[src/rtl/membus_arbiter.sv]
// membus_arbiter: shares one MMIO request port between fetch and data buses with in-order response routing
module membus_arbiter #(
  parameter int XLEN            = 64,
  parameter int ILEN            = 32,
  parameter int DATA_WIDTH      = 64,
  parameter int MAX_OUTSTANDING = 2,
  parameter int STARVE_LIMIT    = 4
) (
  input  logic                    clk,
  input  logic                    rst,
  input  logic                    i_valid,
  output logic                    i_ready,
  input  logic [XLEN-1:0]         i_addr,
  output logic                    i_rvalid,
  output logic [ILEN-1:0]         i_rdata,
  input  logic                    d_valid,
  output logic                    d_ready,
  input  logic [XLEN-1:0]         d_addr,
  input  logic                    d_wen,
  input  logic [DATA_WIDTH-1:0]   d_wdata,
  input  logic [DATA_WIDTH/8-1:0] d_wmask,
  output logic                    d_rvalid,
  output logic [DATA_WIDTH-1:0]   d_rdata,
  output logic                    m_valid,
  input  logic                    m_ready,
  output logic [XLEN-1:0]         m_addr,
  output logic                    m_wen,
  output logic [DATA_WIDTH-1:0]   m_wdata,
  output logic [DATA_WIDTH/8-1:0] m_wmask,
  input  logic                    m_rvalid,
  input  logic [DATA_WIDTH-1:0]   m_rdata,
  output logic                    busy,
  output logic                    resp_err
);
  localparam int PW = MAX_OUTSTANDING > 1 ? $clog2(MAX_OUTSTANDING) : 1;
  localparam int CW = $clog2(MAX_OUTSTANDING + 1);
  logic [PW-1:0] wr_ptr, rd_ptr;
  logic [CW-1:0] count;
  logic [3:0] starve;
  logic tag_src [MAX_OUTSTANDING];
  logic tag_lane [MAX_OUTSTANDING];
  logic full, empty, force_i, gnt_i, gnt_d, push, pop;
  assign force_i  = (starve == 4'(STARVE_LIMIT)) & i_valid;
  assign gnt_i    = force_i | (i_valid & !d_valid);
  assign gnt_d    = d_valid & !force_i;
  assign full     = count == CW'(MAX_OUTSTANDING);
  assign empty    = count == '0;
  assign busy     = !empty;
  assign m_valid  = (i_valid | d_valid) & !full;
  assign i_ready  = m_ready & !full & gnt_i;
  assign d_ready  = m_ready & !full & gnt_d;
  assign push     = m_valid & m_ready;
  assign pop      = m_rvalid & !empty;
  assign m_addr   = gnt_d ? d_addr : gnt_i ? i_addr : '0;
  assign m_wen    = gnt_d & d_wen;
  assign m_wdata  = gnt_d ? d_wdata : '0;
  assign m_wmask  = gnt_d ? d_wmask : '0;
  assign i_rvalid = pop & !tag_src[rd_ptr];
  assign d_rvalid = pop & tag_src[rd_ptr];
  assign d_rdata  = m_rdata;
  // fetch words are packed two per beat; the tag remembers which half was asked for
  assign i_rdata  = tag_lane[rd_ptr] ? m_rdata[DATA_WIDTH-1 -: ILEN] : m_rdata[ILEN-1:0];
  always_ff @(posedge clk)
    if (push) begin
      tag_src[wr_ptr]  <= gnt_d;
      tag_lane[wr_ptr] <= m_addr[2];
    end
  always_ff @(posedge clk) begin
    if (rst) begin
      wr_ptr   <= '0;
      rd_ptr   <= '0;
      count    <= '0;
      starve   <= '0;
      resp_err <= 1'b0;
    end else begin
      if (push) wr_ptr <= (wr_ptr == PW'(MAX_OUTSTANDING - 1)) ? '0 : wr_ptr + 1'b1;
      if (pop) rd_ptr <= (rd_ptr == PW'(MAX_OUTSTANDING - 1)) ? '0 : rd_ptr + 1'b1;
      count    <= count + CW'(push) - CW'(pop);
      resp_err <= resp_err | (m_rvalid & empty);
      starve   <= (i_ready | !i_valid) ? '0 :
                  (d_ready && starve != 4'(STARVE_LIMIT)) ? starve + 1'b1 : starve;
    end
  end
endmodule

[config.mk]
export PLATFORM = sky130hd
export DESIGN_NAME = membus_arbiter
export DESIGN_NICKNAME = d
export VERILOG_FILES = /design/src/rtl/membus_arbiter.sv
export SDC_FILE = /design/constraint.sdc
export NUM_CORES = 1
export LEC_CHECK = 0
export ABC_AREA = 1
export ABC_CLOCK_PERIOD_IN_PS = 4800
export BUFFER_PORTS_ARGS = -buffer_cell sky130_fd_sc_hd__buf_2
export CORE_AREA = 2 2 200 202
export DETAILED_ROUTE_END_ITERATION = 10
export DIE_AREA = 0 0 202 204
export GPL_ROUTABILITY_DRIVEN = 0
export HOLD_SLACK_MARGIN = 0.06
export MAX_ROUTING_LAYER = met4
export PLACE_DENSITY = 0.3
export SLEW_MARGIN = 10
export SYNTH_ARGS = -nofsm -noshare
export SYNTH_HDL_FRONTEND = slang
export SYNTH_SLANG_ARGS = --single-unit
[constraint.sdc]
create_clock -name clk -period 4.8 [get_ports clk]
set_input_delay 0.72 -clock clk [delete_from_list [all_inputs] [get_ports clk]]
set_output_delay 0.72 -clock clk [all_outputs]
set_load 0.01 [all_outputs]
==> results.md <==
- Cells after Synth: 629
- Seq. cell area: 320 µm²
- Post-synth EDFFs: 4
- Fillers: 4625
- Rows: 73
- Worst vdd ir: 0.0833 mV
- Status: complete, no violations
- Sink Count: 14
- PD cells: 180 nW/µm²
- Min-delay worst type: flop to flop
- Commonest cells in the netlist: nand2_1, inv_1, nor2_1
- Number of library cell types mapped by synthesis: 21
- Class of the most critical setup path: flop to output port
- Remaining antenna violation count: 0
- Total grt overflow: 0
- Fin crit share: 64.1%
- Pre-CTS setup slack: 1.85 ns
- 1st-pass router iterations: 4
- Largest net degree at the start of global routing: 75
- WHS Path Cells: 1
- Crit path launch type: flop
- RSZ-0062 raised after global routing: no
- Share of cells above drive strength 1: 49.8%
- Vias after detailed routing: 5105
- Worst setup endpoint: m_addr[56]
- Worst Max-Slew Pin Slew: 0.979 ns
- Post-CTS Repair Setup Buffers: 0
- CP max FO: 43
- Die Span Y: 204 µm
- Synth top area share: 21.4%
- Die area: 41200 µm²
- Clk_lat worst skew: 0.25 ns
- XOR/XNOR Fraction of Synth Area: 0.277%
- Core Footprint: 39200 µm²
- Clock Skews: 0.00396 ns
- Top area cells in the synthesized netlist: nand2_1, buf_4, inv_1, nand3_1, nor2_1
- Avg Cell Area, Syn: 5.02 µm²
- Worst R2R Path Depth: 9
- Compound-gate portion of the synthesized area: 8.04%
- PnR worst setup slack: 1.72 ns
- R2R Path End: count[1]
- Max-cap viol count: 0
- Ys Warns: 0
- Largest family of logic cells by synthesized area: simple AND/OR/NAND/NOR gates
- Slew Limit Fails: 0
- LEAKAGE: 3.88 nW
- Multi-input logic area: 1680 µm²
- Hold buffer count at CTS: 0
- Sequential share of the synthesized area: 10.1%
- Bufs on Longest Clock Path: 2
- Crit. Startpoint: starve[0]
- First-pass GRT wire length: 25.0 mm
- Hpwl dp: 15.6 mm
- Fmax: 325 MHz
- Min Tclk post-route: 3.08 ns
- GRT Util Overall: 8.09%
- Register clock-pin slew on the reported worst setup and hold paths: 0.05 ns
- Crit end category: output port
- R2R setup slack: 2.79 ns
- Final hold slack: 0.454 ns
- Initial core utilization: 8.06%
- Syn-to-layout area delta: 84.2%
- Post-Synth Adder-Cell Area: 1.58%
- CTS tree: built
- Number of CTS-inserted buffers: 3
- Synth Flop Type: dfxtp_1
- I/O Buffers: 510
- WL final: 18.1 mm
- Mux share of post-synthesis cell area: 0.356%
- Critical path required time: 4.08 ns
- Vias in the first global route: 4628
- CTS root buffer: clkbuf_16
- Synth Register Bits: 14
- Post-synthesis simple-gate area fraction: 42.8%
- # H-tree levels: 1
- Final Hold Vio Count: 0
- Vias/cell: 3.24
- Area leader, netlist: nand2_1
- Worst reg2reg startpoint: count[0]
- IO Pins: 511
- Post-route DRC: 0
- Die W: 202 µm
- Initial DRC Count: 250
- Resized cells post-CTS: 0
- Antenna violations before repair: 4
- Worst EP arrival: 2.36 ns
- Most numerous cell in the Yosys netlist: nand2_1
- Post-synth design cell area: 3160 µm²
- Hold_sp: rd_ptr
- Asr flop ratio synth: 0%
- Slew headroom: 34.7%
- Setup_tns: 0 ns
- Per-cell routed wire length: 11.5 µm
- Nets: 1325
- Synthesized net count: 904
- Endpoints failing setup: 0
## cell usage in the layout, fill, tap and decap left out
| cell | count |
|---|---|
| a21oi_1 | 7 |
| a31oi_1 | 1 |
| buf_12 | 1 |
| buf_2 | 510 |
| buf_4 | 4 |
| clkbuf_16 | 3 |
| clkinv_1 | 1 |
| dfxtp_1 | 10 |
| diode_2 | 4 |
| edfxtp_1 | 4 |
| ha_1 | 4 |
| inv_1 | 124 |
| inv_2 | 1 |
| mux2_2 | 1 |
| nand2_1 | 178 |
| nand2_2 | 2 |
| nand3_1 | 70 |
| nand4_1 | 1 |
| nor2_1 | 85 |
| o21a_1 | 1 |
| o21ai_0 | 38 |
| o21bai_1 | 2 |
| xnor2_1 | 1 |
## worst max-delay path: stages (launching register included)
cell     delay [ns]
dfxtp_1        0.39
inv_1          0.08
ha_1           0.22
nand2_1        0.07
nor2_1         0.04
nand2_1        0.07
nand2_2        0.05
inv_2          0.58
buf_4          0.33
nand2_1        0.07
nand2_1        0.05
buf_2          0.13
## flip-flops by register name, indices dropped and copies added, names as in the netlist, named ones only
| register | count |
|---|---|
| rd_ptr | 1 |
| starve | 4 |
| tag_src | 2 |
| tag_lane | 2 |
| count | 2 |
| wr_ptr | 1 |
| resp_err | 1 |
## cells by family after synthesis
kind of cell | after synthesis
adders and majority gates | 4
buffers and inverters | 224
DFF | 14
and+or+nand+nor | 336
xor gates and xnor gates | 1
muxes | 1
AOI/OAI and AO/OA | 49
## report_power, final
| group | internal [mW] | switching [mW] | leakage [nW] | total [mW] |
|---|---|---|---|---|
| Combinational | 0.293 | 0.430 | 3.72 | 0.723 |
| Sequential | 0.145 | 0.0138 | 0.119 | 0.159 |
| Clock | 0.111 | 0.0534 | 0.0386 | 0.164 |
## through the flow
| step | instances | instance area [µm²] | power [mW] | util [%] |
|---|---|---|---|---|
| 2_1_floorplan | 629 | 3160 | 0.559 | - |
| 3_3_place_gp | 1570 | 5730 | 0.912 | 14.6 |
| 3_5_place_dp | 1570 | 5730 | 0.896 | 14.6 |
| 4_1_cts | 1574 | 5810 | 1.07 | 14.8 |
| 5_1_grt | 1578 | 5820 | 1.15 | 14.8 |
| 6_report | 1578 | 5820 | 1.05 | 14.8 |
## layout make-up
| class | count | share of cell area (%) |
|---|---|---|
| repair buffers | 515 | 44.7 |
| multi-input cells | 391 | 28.9 |
| well taps | 525 | 11.3 |
| inverters | 125 | 8.06 |
| flip-flops and latches | 14 | 5.51 |
| clock buffers | 3 | 1.29 |
| diodes | 4 | 0.172 |
| clock inverters | 1 | 0.0645 |
## worst min-delay path by stage
stage,end
CTS,rd_ptr
detailed placement,rd_ptr
finish,rd_ptr
floorplan,flop
global route,rd_ptr
global placement,rd_ptr
## layer usage
layer  share of wire (%)  global-route usage (%)
met1                  35                    7.59
met2                  54                    16.3
met3                 8.6                    1.75
met4                 2.4                    2.36
met5                   0                       -
(Power assumes the default switching activity.)
